File: src/rtl/muldiv_pkg.sv
// Shared types for the iterative multiply/divide unit.
//   op_e    : RV32M funct3 operation encoding
//   state_e : control FSM states
// Helper functions classify an op by operand signedness and whether it divides.
package muldiv_pkg;

    typedef enum logic [2:0] {
        OP_MUL    = 3'b000,
        OP_MULH   = 3'b001,
        OP_MULHSU = 3'b010,
        OP_MULHU  = 3'b011,
        OP_DIV    = 3'b100,
        OP_DIVU   = 3'b101,
        OP_REM    = 3'b110,
        OP_REMU   = 3'b111
    } op_e;

    typedef enum logic [1:0] {
        ST_IDLE = 2'd0,
        ST_CALC = 2'd1,
        ST_DONE = 2'd2
    } state_e;

    function automatic logic op_is_div(input op_e op);
        return op inside {OP_DIV, OP_DIVU, OP_REM, OP_REMU};
    endfunction

    function automatic logic op_is_rem(input op_e op);
        return op inside {OP_REM, OP_REMU};
    endfunction

    // MUL low word is sign-agnostic, so it is handled as unsigned
    function automatic logic op_a_signed(input op_e op);
        return op inside {OP_MULH, OP_MULHSU, OP_DIV, OP_REM};
    endfunction

    function automatic logic op_b_signed(input op_e op);
        return op inside {OP_MULH, OP_DIV, OP_REM};
    endfunction

endpackage

File: src/rtl/muldiv_unit.sv
// Iterative RV32M multiply/divide unit, one bit per cycle.
// Magnitudes are processed (shift-add multiply, restoring divide) and the
// sign is applied when leaving CALC. Divide-by-zero and signed overflow
// bypass CALC and finish one cycle after accept.
// Optional macro MULDIV_EARLY_OUT_EN: multiply with a zero operand also
// bypasses CALC and returns 0.
// Ports:
//   clk, rst_n            clock, synchronous active-low reset
//   in_valid/in_ready     request handshake (op, a, b latched on accept)
//   op[2:0], a, b         funct3 and operands
//   out_valid/out_ready   result handshake
//   result, div_by_zero   result word and divide-by-zero qualifier
module muldiv_unit
    import muldiv_pkg::*;
#(
    parameter int unsigned XLEN = 32
) (
    input  logic            clk,
    input  logic            rst_n,
    input  logic            in_valid,
    output logic            in_ready,
    input  logic [2:0]      op,
    input  logic [XLEN-1:0] a,
    input  logic [XLEN-1:0] b,
    output logic            out_valid,
    input  logic            out_ready,
    output logic [XLEN-1:0] result,
    output logic            div_by_zero
);

    localparam int unsigned CW = $clog2(XLEN) + 1;
    localparam int unsigned W2 = 2 * XLEN;

    state_e          r_state, w_state_nxt;
    op_e             r_op;
    logic [CW-1:0]   r_cnt;
    logic [XLEN-1:0] r_hi, r_lo, r_opd, r_result;
    logic            r_neg, r_dbz, r_in_ready, r_out_valid;

    op_e             w_op;
    logic            w_a_neg, w_b_neg, w_neg, w_div_zero, w_ovf, w_mul_zero;
    logic            w_special, w_last;
    logic [XLEN-1:0] w_a_mag, w_b_mag, w_special_res;
    logic [XLEN:0]   w_sum, w_rem_sh, w_diff;
    logic [XLEN-1:0] w_hi_n, w_lo_n, w_final;
    logic [W2-1:0]   w_prod;

    assign in_ready    = r_in_ready;
    assign out_valid   = r_out_valid;
    assign result      = r_result;
    assign div_by_zero = r_dbz;

    // Request decode: magnitudes, result sign and bypass cases
    always_comb begin
        w_op       = op_e'(op);
        w_a_neg    = op_a_signed(w_op) && a[XLEN-1];
        w_b_neg    = op_b_signed(w_op) && b[XLEN-1];
        w_a_mag    = w_a_neg ? (~a + XLEN'(1)) : a;
        w_b_mag    = w_b_neg ? (~b + XLEN'(1)) : b;
        // Remainder follows the dividend; quotient/product follow a^b
        w_neg      = op_is_rem(w_op) ? w_a_neg : (w_a_neg ^ w_b_neg);
        w_div_zero = op_is_div(w_op) && (b == '0);
        w_ovf      = (w_op == OP_DIV || w_op == OP_REM) &&
                     (a == {1'b1, {(XLEN-1){1'b0}}}) && (b == '1);
`ifdef MULDIV_EARLY_OUT_EN
        w_mul_zero = !op_is_div(w_op) && ((a == '0) || (b == '0));
`else
        w_mul_zero = 1'b0;
`endif
        w_special  = w_div_zero || w_ovf || w_mul_zero;
        w_special_res = '0;
        if (w_div_zero) begin
            w_special_res = (w_op == OP_DIV || w_op == OP_DIVU) ? '1 : a;
        end else if (w_ovf) begin
            w_special_res = (w_op == OP_DIV) ? a : '0;
        end
    end

    // One iteration step; r_opd is the multiplicand or the divisor
    always_comb begin
        w_sum    = {1'b0, r_hi} + {1'b0, r_opd};
        w_rem_sh = {r_hi, r_lo[XLEN-1]};
        w_diff   = w_rem_sh - {1'b0, r_opd};
        if (op_is_div(r_op)) begin
            w_hi_n = w_diff[XLEN] ? w_rem_sh[XLEN-1:0] : w_diff[XLEN-1:0];
            w_lo_n = {r_lo[XLEN-2:0], ~w_diff[XLEN]};
        end else if (r_lo[0]) begin
            {w_hi_n, w_lo_n} = {w_sum, r_lo[XLEN-1:1]};
        end else begin
            {w_hi_n, w_lo_n} = {1'b0, r_hi, r_lo[XLEN-1:1]};
        end
        w_last = (r_cnt == CW'(XLEN - 1));
    end

    // Sign correction and word select on CALC exit
    always_comb begin
        w_prod  = {w_hi_n, w_lo_n};
        if (r_neg) begin
            w_prod = ~w_prod + W2'(1);
        end
        w_final = '0;
        case (r_op)
            OP_MUL:                       w_final = w_prod[XLEN-1:0];
            OP_MULH, OP_MULHSU, OP_MULHU: w_final = w_prod[W2-1:XLEN];
            OP_DIV, OP_DIVU:              w_final = r_neg ? (~w_lo_n + XLEN'(1)) : w_lo_n;
            default:                      w_final = r_neg ? (~w_hi_n + XLEN'(1)) : w_hi_n;
        endcase
    end

    // State register with registered handshake flags
    always_ff @(posedge clk) begin
        if (!rst_n) begin
            r_state     <= ST_IDLE;
            r_in_ready  <= 1'b1;
            r_out_valid <= 1'b0;
        end else begin
            r_state     <= w_state_nxt;
            r_in_ready  <= (w_state_nxt == ST_IDLE);
            r_out_valid <= (w_state_nxt == ST_DONE);
        end
    end

    // Next-state logic
    always_comb begin
        w_state_nxt = r_state;
        case (r_state)
            ST_IDLE: if (in_valid)  w_state_nxt = w_special ? ST_DONE : ST_CALC;
            ST_CALC: if (w_last)    w_state_nxt = ST_DONE;
            ST_DONE: if (out_ready) w_state_nxt = ST_IDLE;
            default:                w_state_nxt = ST_IDLE;
        endcase
    end

    // Datapath: load on accept, iterate in CALC, capture result on exit
    always_ff @(posedge clk) begin
        if (!rst_n) begin
            r_op     <= OP_MUL;
            r_cnt    <= '0;
            r_hi     <= '0;
            r_lo     <= '0;
            r_opd    <= '0;
            r_neg    <= 1'b0;
            r_result <= '0;
            r_dbz    <= 1'b0;
        end else begin
            case (r_state)
                ST_IDLE: begin
                    if (in_valid) begin
                        r_op  <= w_op;
                        r_neg <= w_neg;
                        r_cnt <= '0;
                        r_hi  <= '0;
                        r_lo  <= op_is_div(w_op) ? w_a_mag : w_b_mag;
                        r_opd <= op_is_div(w_op) ? w_b_mag : w_a_mag;
                        if (w_special) begin
                            r_result <= w_special_res;
                            r_dbz    <= w_div_zero;
                        end
                    end
                end
                ST_CALC: begin
                    r_hi  <= w_hi_n;
                    r_lo  <= w_lo_n;
                    r_cnt <= r_cnt + CW'(1);
                    if (w_last) begin
                        r_result <= w_final;
                        r_dbz    <= 1'b0;
                    end
                end
                default: ;
            endcase
        end
    end

endmodule

File: config.mk
export PLATFORM = sky130hd
export DESIGN_NAME = muldiv_unit
export DESIGN_NICKNAME = d
export VERILOG_FILES = /design/src/rtl/muldiv_pkg.sv /design/src/rtl/muldiv_unit.sv
export SDC_FILE = /design/constraint.sdc
export NUM_CORES = 1
export LEC_CHECK = 0
export CORE_MARGIN = 8
export CORE_UTILIZATION = 40
export DETAILED_ROUTE_END_ITERATION = 6
export SLEW_MARGIN = 20
export SYNTH_ARGS = -nofsm -noshare
export SYNTH_HDL_FRONTEND = slang
export SYNTH_SLANG_ARGS = --single-unit
File: constraint.sdc
create_clock -name clk -period 4.8 [get_ports clk]
set_input_delay 0.96 -clock clk [delete_from_list [all_inputs] [get_ports clk]]
set_output_delay 0.96 -clock clk [all_outputs]
set_load 0.05 [all_outputs]
Word level (Yosys, flattened, before mapping)
Index checks and enable logic that the tools add are counted.
Widths: inputs -> output; s select.
{"block": "op_classes", "muxes": 37, "reduce_logical": 23, "eq_ne": 22, "n_addsub": 8, "bitwise_logic": 7}
{"cell": "$mux 32", "count": 20}
{"cell": "$pmux 32 s2", "count": 3}
{"cell": "$add 32x1->32 const B", "count": 4}
{"cell": "$not 32->32", "count": 4}
{"cell": "$pmux 32 s3", "count": 1}
{"cell": "$add 64x1->64 const B", "count": 1}
{"cell": "$eq 32x32->1 const B", "count": 2}
{"cell": "$mux 64", "count": 1}
{"cell": "$not 64->64", "count": 1}
{"cell": "$add 32x32->33", "count": 1}
{"cell": "$sub 33x32->33", "count": 1}
{"cell": "$logic_not 32->1", "count": 1}
{"cell": "$eq 3x3->1 const B", "count": 8}
{"cell": "$pmux 6 s2", "count": 1}
{"cell": "$reduce_bool 4->1", "count": 3}
{"cell": "$eq 3x2->1 const B", "count": 3}
{"cell": "$mux 2", "count": 4}
{"cell": "$add 6x1->6 const B", "count": 1}
{"cell": "$eq 3x1->1 const B", "count": 2}
{"cell": "$eq 6x5->1 const B", "count": 1}
{"cell": "$mux 6", "count": 1}
{"cell": "$ne 2x2->1 const B", "count": 3}
{"cell": "$pmux 2 s3", "count": 1}
{"cell": "$logic_and 1x1->1", "count": 5}
{"cell": "15 further kinds", "count": 24}
{"block": "totals", "regBits": 143, "out_inout_bits": 35, "elab_cells": 108}

Longest topological paths before layout
Gate-level depths: netlist of run 1.
{"block": "logic_depth", "word_depth": 9, "depth_mapped": 26, "depth_no_buf": 24}

Worst setup path after synthesis of run 1
No wires, ideal clock.
{"block": "synth_timing", "path_kind": "register -> register", "from": "register r_lo[31]", "to": "register r_result[30] (netlist: result[30])", "t_arrival_ps": 5126, "path_stages_with_launch": 26, "required_time_ps": 4682, "setup_time_ps": 118, "path_buffers": 1, "slack_ps": -444, "cell_sequence": "dfxtp_1 > inv_1 > ha_1 > inv_1 > fa_1 > a211oi_2 > o211ai_2 > a211o_1 > nand3_2 > nand3_1 > buf_4 > a31o_2 > inv_1 > ha_1 > o221ai_1 > or3_1 > o41a_1 > o21ba_2 > nand2_1 > a31oi_1 > nand3_1 > o31ai_1 > mux2_2 > o21ai_0 > a21oi_1 > o21ai_1"}
{"block": "synth_via", "elab_chain_len": 9, "elab_cells_between_ends": 18}
{"element": "start, declared", "line_no": "muldiv_unit.sv:37", "source": "logic [XLEN-1:0] r_hi, r_lo, r_opd, r_result;"}
{"element": "start signal, assigned", "line_no": "muldiv_unit.sv:153", "source": "r_lo <= op_is_div(w_op) ? w_a_mag : w_b_mag;"}
{"element": "start signal, assigned", "line_no": "muldiv_unit.sv:163", "source": "r_lo <= w_lo_n;"}
{"element": "$sub 33x32->33", "line_no": "muldiv_unit.sv:83", "source": "w_diff = w_rem_sh - {1'b0, r_opd};"}
{"element": "$mux 32 or $not 1->1 (tied branches)", "line_no": "muldiv_unit.sv:85, muldiv_unit.sv:86"}
{"element": "$mux 32", "line_no": "muldiv_unit.sv:84", "source": "if (op_is_div(r_op)) begin"}
{"element": "$not 64->64, or another cell as far along", "line_no": "muldiv_unit.sv:99", "source": "w_prod = ~w_prod + W2'(1);"}
{"element": "$add 64x1->64, or another cell as far along", "line_no": "muldiv_unit.sv:99"}
{"element": "$mux 64, or another cell as far along", "line_no": "muldiv_unit.sv:98", "source": "if (r_neg) begin"}
{"element": "$pmux 32 s3 (*)", "line_no": "muldiv_unit.sv:102", "source": "case (r_op)"}
{"element": "$mux 32 (*)", "line_no": "muldiv_unit.sv:165", "source": "if (w_last) begin"}
{"element": "$pmux 32 s2 (*)", "line_no": "muldiv_unit.sv:146", "source": "case (r_state)"}
{"element": "end signal, assigned", "line_no": "muldiv_unit.sv:156", "source": "r_result <= w_special_res;"}
{"element": "end signal, assigned", "line_no": "muldiv_unit.sv:166", "source": "r_result <= w_final;"}
{"element": "end, declared", "line_no": "muldiv_unit.sv:37"}
Mark *: on every way between the ends. The rest lies on a longest branch, timed or not. The select of a mux whose other input is x is not followed.
A chain may end at the register's enable or synchronous reset.

Worst setup path in the final report of run 1
{"block": "layout_timing", "from": "register r_opd[0]", "to": "register r_result[22] (netlist: result[22])"}
{"block": "layout_via", "elab_chain_len": 9, "elab_cells_between_ends": 20}
{"element": "start, declared", "line_no": "muldiv_unit.sv:37"}
{"element": "start signal, assigned", "line_no": "muldiv_unit.sv:154", "source": "r_opd <= op_is_div(w_op) ? w_b_mag : w_a_mag;"}
{"element": "$sub 33x32->33 or $add 32x32->33 (tied branches)", "line_no": "muldiv_unit.sv:83, muldiv_unit.sv:81"}
{"element": "$mux 32, or another cell as far along", "line_no": "muldiv_unit.sv:85", "source": "w_hi_n = w_diff[XLEN] ? w_rem_sh[XLEN-1:0] : w_diff[XLEN-1:0];"}
{"element": "$mux 32", "line_no": "muldiv_unit.sv:84"}
{"element": "$not 64->64, or another cell as far along", "line_no": "muldiv_unit.sv:99"}
{"element": "$add 64x1->64, or another cell as far along", "line_no": "muldiv_unit.sv:99"}
{"element": "$mux 64, or another cell as far along", "line_no": "muldiv_unit.sv:98"}
{"element": "$pmux 32 s3 (*)", "line_no": "muldiv_unit.sv:102"}
{"element": "$mux 32 (*)", "line_no": "muldiv_unit.sv:165"}
{"element": "$pmux 32 s2 (*)", "line_no": "muldiv_unit.sv:146"}
Marked as above.

==> impl_metrics.tcl, run 1 <==
set metrics [dict create \
    status "finished with violations" \
    violations "DRC, setup timing" \
    numCtsBuffers 17 \
    setup_violations 3 \
    start_util 0.4059 \
    synth.avg_cell_area_um2 7.075 \
    ant_nets 0 \
    synth_commonest_cells "nand2_1, o21ai_0, a21oi_1" \
    yosysWarnings 0 \
    path_buf_inv 4 \
    wl_per_cell_um 24.99 \
    vdd_drop_max_mv 0.2119 \
    drt-pass1-iter-count 7 \
    io_buffers 105 \
    final.period_utilization 1.011 \
    cts_buffer_depth 2 \
    rows 74 \
    tritoncts "built" \
    power.density_mw_per_mm2 265.8 \
    netlist_instances 2348 \
    ctsHoldBuffers 0 \
    final_layout_size_suffix_gt1_frac 0.1875 \
    crit_type "flip-flop to flip-flop" \
    synth-simple-area-share 0.2479 \
    synth_edf_count 0 \
    drt_iter0_markers 2492 \
    avgViaCountPerCell 6.318 \
    cpPeakStageDelay_ps 390 \
    setup_ws_ps -54.32 \
    whs_ps 483.2 \
    maxSlewViolCount 0 \
    muxShareOfSynthArea 0.03856 \
    die_h_um 219.8 \
    synth_cell_types 111 \
    path_max_fanout 5 \
    overflow 0 \
    synth_compound_area_frac 0.3489 \
    htreeDepth 4 \
    yosysSeqAreaShare 0.1723 \
    worst_setup_path_end_kind "flip-flop" \
    num_vias 20000 \
    path_clk_slew_ps 70 \
    synth_fp_nets 2491 \
    grt_pass1_wl_um 117300 \
    crit_chain "ha_4 > inv_2 > fa_2 > a211oi_4 > o211ai_2 > a211o_1 > nand3_4 > nand3_4 > a31o_4 > inv_4 > ha_4 > o221ai_4 > or3_4 > o41a_1 > o21ba_4 > nand2_1 > a31oi_1 > nand3_2 > inv_2 > buf_6 > a31oi_4 > xnor2_1 > o2111ai_1 > o2111a_1" \
    cts_root_buffer "clkbuf_16" \
    seqCellArea_mm2 0.002877 \
    grt_setup_unrepaired "true" \
    power_mw 5.604 \
    area_growth_pct 26.93 \
    async_flop_share 0 \
    hold_class "flip-flop to flip-flop" \
    place_ws_ps -111.9 \
    synthTopCellsByArea "dfxtp_1, nand2_1, o21ai_0, ha_1, a21oi_1" \
    leakagePower_nw 8.173 \
    remaining_drc_errors 1 \
    worstSetupStartpointType "flip-flop" \
    synth_top_family_by_area "compound AO/OA/AOI/OAI gates" \
    period_minus_slack_ps 4854 \
    ys_ff_latch 143 \
    max_freq_ghz 0.2060 \
    die_w_um 219.8 \
    ios 106 \
    path_delay_family "compound AO/OA/AOI/OAI gates" \
    core-area_mm2 0.04092 \
    yosysTopAreaCell "dfxtp_1" \
    cpMaxStageDelayCell "dfxtp_1" \
    yosysTopAreaCellShare 0.1723 \
    grt_max_degree 89 \
    die_area_mm2 0.04831 \
    clk_latency_ps 470 \
    synthAdderAreaFrac 0.05513 \
    postRouteWirelength_um 79130 \
    arrival_ps 5270 \
    slew_headroom 0.2971 \
    grt_pass1_vias 18530 \
    cap_violations 0 \
    multi_input_area_mm2 0.01318 \
    crit_required_ps 5220 \
    dp_hpwl_um 63420 \
    finalNetCount 2764 \
    synth_area_mm2 0.01661 \
    antenna_cells 0 \
    worst_pin_slew_ps 1054 \
    synthXorXnorAreaFrac 0.07856 \
    antenna_found_initial 5 \
    synth_flop_cell "dfxtp_1" \
    globalplace.congestion 1.030 \
    clock_skew_ps 13.71 \
    cts.sinks 143 \
    synth.most_common_cell "nand2_1" \
    finalHoldViolations 0 \
    num-fill-cells 4123 \
    grt_usage 0.3175 \
]
## path summary, 6_finish.rpt
path	startpoint	endpoint	cells after the start	slack [ps]
max	r_opd[0]$_SDFFE_PN0P_	result[22]$_SDFFE_PN0P_	24	-50
min	r_cnt[3]$_SDFFE_PN0P_	r_cnt[3]$_SDFFE_PN0P_	1	480
max reg2reg	r_opd[0]$_SDFFE_PN0P_	result[22]$_SDFFE_PN0P_	24	-50
min reg2reg	r_cnt[3]$_SDFFE_PN0P_	r_cnt[3]$_SDFFE_PN0P_	1	480
## cell type report
type	count	area share
clock buffer	20	0.02118
clock inverter	12	0.006409
inverter	69	0.01240
multi-input combinational	1965	0.6249
sequential	143	0.1364
tap	532	0.03157
timing repair buffer	425	0.1671
## routing by layer
metal  up-vias  routed length [um]  global-route usage
li1       9267                   -                   -
met1      9508               35150              0.4466
met2      1041               33440              0.4707
met3       178                6743             0.04936
met4         8                3746              0.1425
met5         -                  45                   0
## stage by stage
step	utilization	TNS (ps)	instance area [um2]	std cells
2_1_floorplan	-	0	16690	2348
3_3_place_gp	0.4897	-131.0	20040	3117
3_5_place_dp	0.4897	-485.5	20040	3117
4_1_cts	0.5045	0	20640	3150
5_1_grt	0.5152	-1094	21090	3166
6_report	0.5152	-107.9	21090	3166
## state kept, by name, indices dropped and copies added, names as in the netlist
register,cells
r_state,2
r_lo,32
r_op,3
r_neg,1
r_opd,32
r_hi,32
out_valid,1
div_by_zero,1
in_ready,1
result,32
r_cnt,6
## cell usage in the layout (no fill, tap or decap), types with 8 or more instances in the layout
cell             instances
o21bai_1                12
buf_4                  312
dfxtp_1                134
o21ai_1                 13
a31o_2                   9
mux2i_1                 46
nand4_1                 42
nor2_1                 163
a22oi_1                 13
dfxtp_2                  8
o211ai_1                66
or3_1                   28
and3_1                  20
a21o_1                  28
inv_1                   64
o221ai_1                18
o21ai_0                171
nor3_1                  55
nand2_1                284
o31ai_1                 20
xor2_1                  53
ha_1                    66
clkdlybuf4s50_1        103
nand3_1                 72
mux2_2                  14
o21a_1                  18
nor2b_1                 30
a211oi_1                33
nor4_1                  15
clkbuf_16               17
xnor2_1                 96
a21oi_1                164
a311oi_1                10
a21boi_0                72
and2_1                  36
a21oi_2                  9
a31oi_1                 35
a221oi_1                16
o311ai_0                 8
nand2b_1                14
## cells by family (layout without fill, tap and decap cells)
group                      after synthesis  count (layout)
DFF                                    143             143
adders and majority gates               72              72
muxes                                   62              62
AOI/OAI and AO/OA                      846             846
xor gates and xnor gates               149             149
buffers and inverters                  240             526
and+or+nand+nor                        836             836
## repair_timing
action	CTS	global route
gates resized for setup	5	71
pin swaps	4	23
setup buffers	1	16
endpoints found under the setup margin	13	25
## where the power goes
part	internal, mW	total [mW]	switching (mW)
logic	1.16	2.89	1.73
clock network	0.781	1.39	0.612
registers	1.25	1.32	0.0710
Power figures use the tool's default switching activity.
==> run 2, diff against run 1 <==
--- a/config.mk
+++ b/config.mk
@@ -5,9 +5,13 @@
 export SDC_FILE = /design/constraint.sdc
 export NUM_CORES = 1
 export LEC_CHECK = 0
+export CELL_PAD_IN_SITES_DETAIL_PLACEMENT = 2
+export CELL_PAD_IN_SITES_GLOBAL_PLACEMENT = 2
 export CORE_MARGIN = 8
-export CORE_UTILIZATION = 40
+export CORE_UTILIZATION = 32
+export CTS_CLUSTER_SIZE = 16
 export DETAILED_ROUTE_END_ITERATION = 6
+export PLACE_DENSITY_LB_ADDON = 0.1
 export SLEW_MARGIN = 20
 export SYNTH_ARGS = -nofsm -noshare
 export SYNTH_HDL_FRONTEND = slang
==> constraint.sdc (replaced) <==
create_clock -name clk -period 4.8 [get_ports clk]
set_input_delay 0.96 -clock clk [delete_from_list [all_inputs] [get_ports clk]]
set_output_delay 0.96 -clock clk [all_outputs]
set_load 0.1 [all_outputs]
==> run 2 against run 1 <==
The run ends with setup timing left. Clock-buffer cell count decreased by 3. Flip-flop and latch count unchanged. Worst setup slack got worse by 160 ps. Worst hold slack got worse by 3.4 ps. Non-clock buffer count increased by 71. Cell count increased by 7.0%. Clock power increased by 7%. Maximum frequency decreased by 3.2%. Via count increased by 4.7%. Critical path depth unchanged. First-iteration DRC count decreased by 51%. Clock skew decreased by 1.9 ps.
==> impl_metrics.tcl, run 2 (synthesis gave the netlist of run 1 again) <==
set metrics [dict create \
    status "finished with violations" \
    violations "setup timing" \
    slew_headroom 0.3183 \
    worst_setup_path_end_kind "flip-flop" \
    numCtsBuffers 17 \
    avgViaCountPerCell 6.177 \
    num-fill-cells 6060 \
    fin_tns_setup_ps -1065 \
    leakagePower_nw 8.609 \
    io_buffers 105 \
    ant_nets 0 \
    crit_required_ps 5180 \
    path_delay_family "compound AO/OA/AOI/OAI gates" \
    vdd_drop_max_mv 0.2128 \
    die_h_um 243.8 \
    core-area_mm2 0.05130 \
    area_growth_pct 32.91 \
    clk_latency_ps 500 \
    path_buf_inv 4 \
    worst_pin_slew_ps 1023 \
    crit_cells 24 \
    finalNetCount 2835 \
    crit_chain "inv_2 > ha_4 > inv_2 > fa_2 > a211oi_4 > o211ai_2 > a211o_1 > nand3_4 > nand3_4 > a31o_4 > inv_4 > ha_4 > o221ai_4 > or3_4 > o41a_1 > o21ba_4 > nand2_2 > a31oi_1 > nand3_2 > buf_4 > o41ai_2 > xnor2_1 > a21oi_1 > o21ai_1" \
    crit_type "flip-flop to flip-flop" \
    arrival_ps 5390 \
    drt-pass1-iter-count 5 \
    wl_per_cell_um 29.23 \
    whs_ps 479.9 \
    layout_common_cells "buf_4, nand2_1, nor2_1, a21oi_1, o21ai_0" \
    final_common_cell "buf_4" \
    grt_max_degree 74 \
    setup_violations 12 \
    finalNonFillerCells 3389 \
    period_minus_slack_ps 5013 \
    rows 83 \
    ios 106 \
    finalHoldViolations 0 \
    max_freq_ghz 0.1995 \
    place_ws_ps -338.4 \
    die_area_mm2 0.05946 \
    placed_cells 3325 \
    tritoncts "built" \
    cpPeakStageDelay_ps 400 \
    power.density_mw_per_mm2 273.6 \
    post-route-util 0.4304 \
    drt_iter0_markers 1229 \
    clock_skew_ps 11.86 \
    maxSlewViolCount 0 \
    cts_buffer_depth 2 \
    path_clk_slew_ps 70 \
    grt_usage 0.3203 \
    cts_root_buffer "clkbuf_16" \
    final_layout_size_suffix_gt1_frac 0.2200 \
    grt_setup_unrepaired "true" \
    cpMaxStageDelayCell "a211o_1" \
    num_vias 20930 \
    hold_class "flip-flop to flip-flop" \
    htreeDepth 4 \
    remaining_drc_errors 0 \
    antenna_found_initial 11 \
    start_util 0.3238 \
    dp_hpwl_um 78970 \
    final.period_utilization 1.044 \
    min_path_cells 1 \
    overflow 0 \
    grt_pass1_wl_um 145500 \
    r2r_cells 24 \
    worstSetupStartpointType "flip-flop" \
    setup_ws_ps -213.5 \
    globalplace.congestion 0.9633 \
    die_w_um 243.8 \
    path_max_fanout 5 \
    grt_pass1_vias 22290 \
    cap_violations 0 \
    cts.sinks 143 \
    postRouteWirelength_um 99050 \
]
run 2: per-stage QoR:
stage                     total power [mW]  area [um2]
final                                6.040       22080
after global routing                 6.245       22070
after CTS                            5.862       21590
after detailed placement             4.275       20650
after global placement               4.189       20650
after floorplan                      2.858       16690
run 2: power by group:
part,switching (mW),internal (mW)
Clock,0.703,0.784
Sequential,0.0750,1.25
Combinational,1.97,1.26
Total,2.75,3.29
run 2: worst paths after layout:
kind                    startpoint                       to  slack, ps
max          r_lo[31]$_SDFFE_PN0P_  result[26]$_SDFFE_PN0P_       -210
min          r_cnt[3]$_SDFFE_PN0P_    r_cnt[3]$_SDFFE_PN0P_        480
max reg2reg  r_lo[31]$_SDFFE_PN0P_  result[26]$_SDFFE_PN0P_       -210
min reg2reg  r_cnt[3]$_SDFFE_PN0P_    r_cnt[3]$_SDFFE_PN0P_        480
run 2: final cells by class:
cell class,count,area [um2],area share
diodes,4,10.01,0.0004533
clock inverters,15,177.7,0.008047
multi-input cells,1965,13420,0.6076
flip-flops and latches,143,2874,0.1302
inverters,69,261.5,0.01184
repair buffers,496,4064,0.1841
well taps,680,850.8,0.03853
clock buffers,17,425.4,0.01927
run 2: timing repair:
action,CTS,global route
hold buffers,0,0
gates resized for setup,47,90
endpoints found under the setup margin,27,28
cloned,0,0
setup buffers,18,16
pin swaps,33,54
run 2: metal layers:
metal | routed length (um) | global-route usage | vias up
met5 | 28 | 0 | -
met4 | 6341 | 0.1828 | 4
met3 | 4690 | 0.04880 | 235
met2 | 47850 | 0.5526 | 654
met1 | 40140 | 0.3742 | 10620
li1 | - | - | 9425
==> run 3, diff against run 2 <==
--- a/config.mk
+++ b/config.mk
@@ -11,6 +11,7 @@
 export CORE_UTILIZATION = 32
 export CTS_CLUSTER_SIZE = 16
 export DETAILED_ROUTE_END_ITERATION = 6
+export GPL_ROUTABILITY_DRIVEN = 0
 export PLACE_DENSITY_LB_ADDON = 0.1
 export SLEW_MARGIN = 20
 export SYNTH_ARGS = -nofsm -noshare
==> run 3 against run 2 <==
The flow still finishes with violations (setup timing). Clock-buffer cell count grew 1. Core utilization fell by 0.18 points. Die area is the same. Wire length down 2.2%. Sequential share of layout area up 0.077 points. Critical path depth shrank 3. Worst hold slack better by 14 ps. Maximum frequency rose by 0.60%. First-iteration DRC count is 6.8% lower. Sequential power about the same. Non-clock buffer count is 2 lower.
==> impl_metrics.tcl, run 3 (synthesis gave the netlist of run 1 again) <==
set metrics [dict create \
    layout_common_cells "buf_4, nand2_1, o21ai_0" \
    seqCellArea_mm2 0.002879 \
    setup_ws_ps -183.5 \
    final_common_cell "buf_4" \
    die_w_um 243.8 \
    crit_chain "inv_2 > ha_4 > inv_2 > fa_2 > a211oi_4 > o211ai_2 > a211o_1 > and3_4 > buf_4 > nor3_4 > nor2_4 > a311oi_4 > ha_2 > nand4_1 > buf_4 > buf_4 > or3_1 > o41ai_1 > xor2_1 > o221ai_1 > o21ai_1" \
    grt_max_degree 85 \
    cts_buffer_depth 2 \
    cts_root_buffer "clkbuf_16" \
    ctsHoldBuffers 0 \
    grt_pass1_vias 22340 \
    leakagePower_nw 8.516 \
    path_max_fanout 7 \
    status "finished with violations" \
    path_buf_inv 5 \
    finalNetCount 2833 \
    crit_required_ps 5250 \
    hold_class "flip-flop to flip-flop" \
    start_util 0.3238 \
    numCtsBuffers 17 \
    final_layout_size_suffix_gt1_frac 0.2212 \
    period_minus_slack_ps 4983 \
    drt-pass1-iter-count 5 \
    finalHoldViolations 0 \
    cts.sinks 143 \
    final.period_utilization 1.038 \
    htreeDepth 4 \
    area_growth_pct 32.36 \
    setup_violations 9 \
    routed.top_layer "met5" \
    clk_latency_ps 510 \
    cpMaxStageDelayCell "a211o_1" \
    overflow 0 \
    cpPeakStageDelay_ps 380 \
    num-fill-cells 6011 \
    multi_input_area_mm2 0.01338 \
    avgViaCountPerCell 6.164 \
    violations "setup timing" \
    arrival_ps 5430 \
    dp_hpwl_um 76730 \
    die_area_mm2 0.05946 \
    drt_iter0_markers 1146 \
    wl_per_cell_um 28.61 \
    rows 83 \
    fin_tns_setup_ps -619.3 \
    remaining_drc_errors 0 \
    crit_top_cell "buf_4" \
    path_clk_slew_ps 70 \
    place_ws_ps -178.2 \
    m1WireLength_um 39450 \
    vdd_drop_max_mv 0.2693 \
    core-area_mm2 0.05130 \
    worstSetupStartpointType "flip-flop" \
    placed_area_mm2 0.02069 \
    clock_skew_ps 12.73 \
    cap_violations 0 \
    postRouteWirelength_um 96920 \
    worst_setup_path_end_kind "flip-flop" \
    worst_pin_slew_ps 1138 \
    grt_setup_unrepaired "true" \
    num_vias 20880 \
    wl_met3_um 5135 \
    wl_met2_um 46640 \
    tritoncts "built" \
    path_delay_family "compound AO/OA/AOI/OAI gates" \
    grt_usage 0.3121 \
    power.density_mw_per_mm2 268.4 \
    power_mw 5.903 \
    maxSlewViolCount 0 \
    crit_type "flip-flop to flip-flop" \
    ant_nets 0 \
    io_buffers 105 \
    grt_pass1_wl_um 143700 \
    die_h_um 243.8 \
    stdcell_area_mm2 0.02199 \
    antenna_found_initial 8 \
    ios 106 \
    slew_headroom 0.2412 \
    max_freq_ghz 0.2007 \
]
[run 3: changes by cell type in the layout (fill, tap and decap cells not counted), moves of 5 or more]
cell / change
buf_6: -9
ha_1: -12
nand2_1: -6
ha_2: +6
buf_4: +7
nand2_2: +6
o21ai_0: +5
ha_4: +6
[run 3: where the power goes]
part           internal [mW]  switching (mW)
clock network          0.770           0.657
registers               1.25          0.0680
logic                   1.24            1.92
[run 3: path summary, 6_finish.rpt]
| kind | startpoint | end | slack, ps | cells past startpoint |
|---|---|---|---|---|
| min reg2reg | r_opd[2]$_SDFFE_PN0P_ | r_opd[2]$_SDFFE_PN0P_ | 490 | 2 |
| min | r_opd[2]$_SDFFE_PN0P_ | r_opd[2]$_SDFFE_PN0P_ | 490 | 2 |
| max reg2reg | r_lo[31]$_SDFFE_PN0P_ | result[30]$_SDFFE_PN0P_ | -180 | 21 |
| max | r_lo[31]$_SDFFE_PN0P_ | result[30]$_SDFFE_PN0P_ | -180 | 21 |
[run 3: stage by stage]
| stage | utilization | instances | hold WS (ps) |
|---|---|---|---|
| 3_3_place_gp | 0.4034 | 3329 | 454.6 |
| 5_1_grt | 0.4284 | 3383 | 536.9 |
| 6_report | 0.4286 | 3388 | 493.5 |
| 2_1_floorplan | - | 2348 | 436.1 |
| 4_1_cts | 0.4183 | 3365 | 495.7 |
| 3_5_place_dp | 0.4034 | 3329 | 494.6 |
[run 3: final cells by class]
class | instances | area share
multi-input combinational | 1965 | 0.6084
sequential | 143 | 0.1309
clock inverter | 14 | 0.007170
inverter | 69 | 0.01189
tap | 680 | 0.03869
antenna | 5 | 0.0005690
clock buffer | 18 | 0.01952
timing repair buffer | 494 | 0.1828
[run 3: per-layer routing]
layer | GRT usage | up-vias
li1 | - | 9398
met1 | 0.3678 | 10510
met2 | 0.5364 | 715
met3 | 0.05219 | 260
met4 | 0.1663 | 4
met5 | 0 | -
[run 3: tightest hold or removal path, delay by kind of cell, from the launching register on]
kind,cells,cell delay (ps)
flip-flops,1,330
AO/OA/AOI/OAI,1,60
AND/OR/NAND/NOR,1,60
[run 3: timing repair]
action                                  4_1_cts  5_1_grt
endpoints found under the setup margin       21       24
setup buffers                                 4       18
resized for setup                            30       87
pin swaps                                    11       37
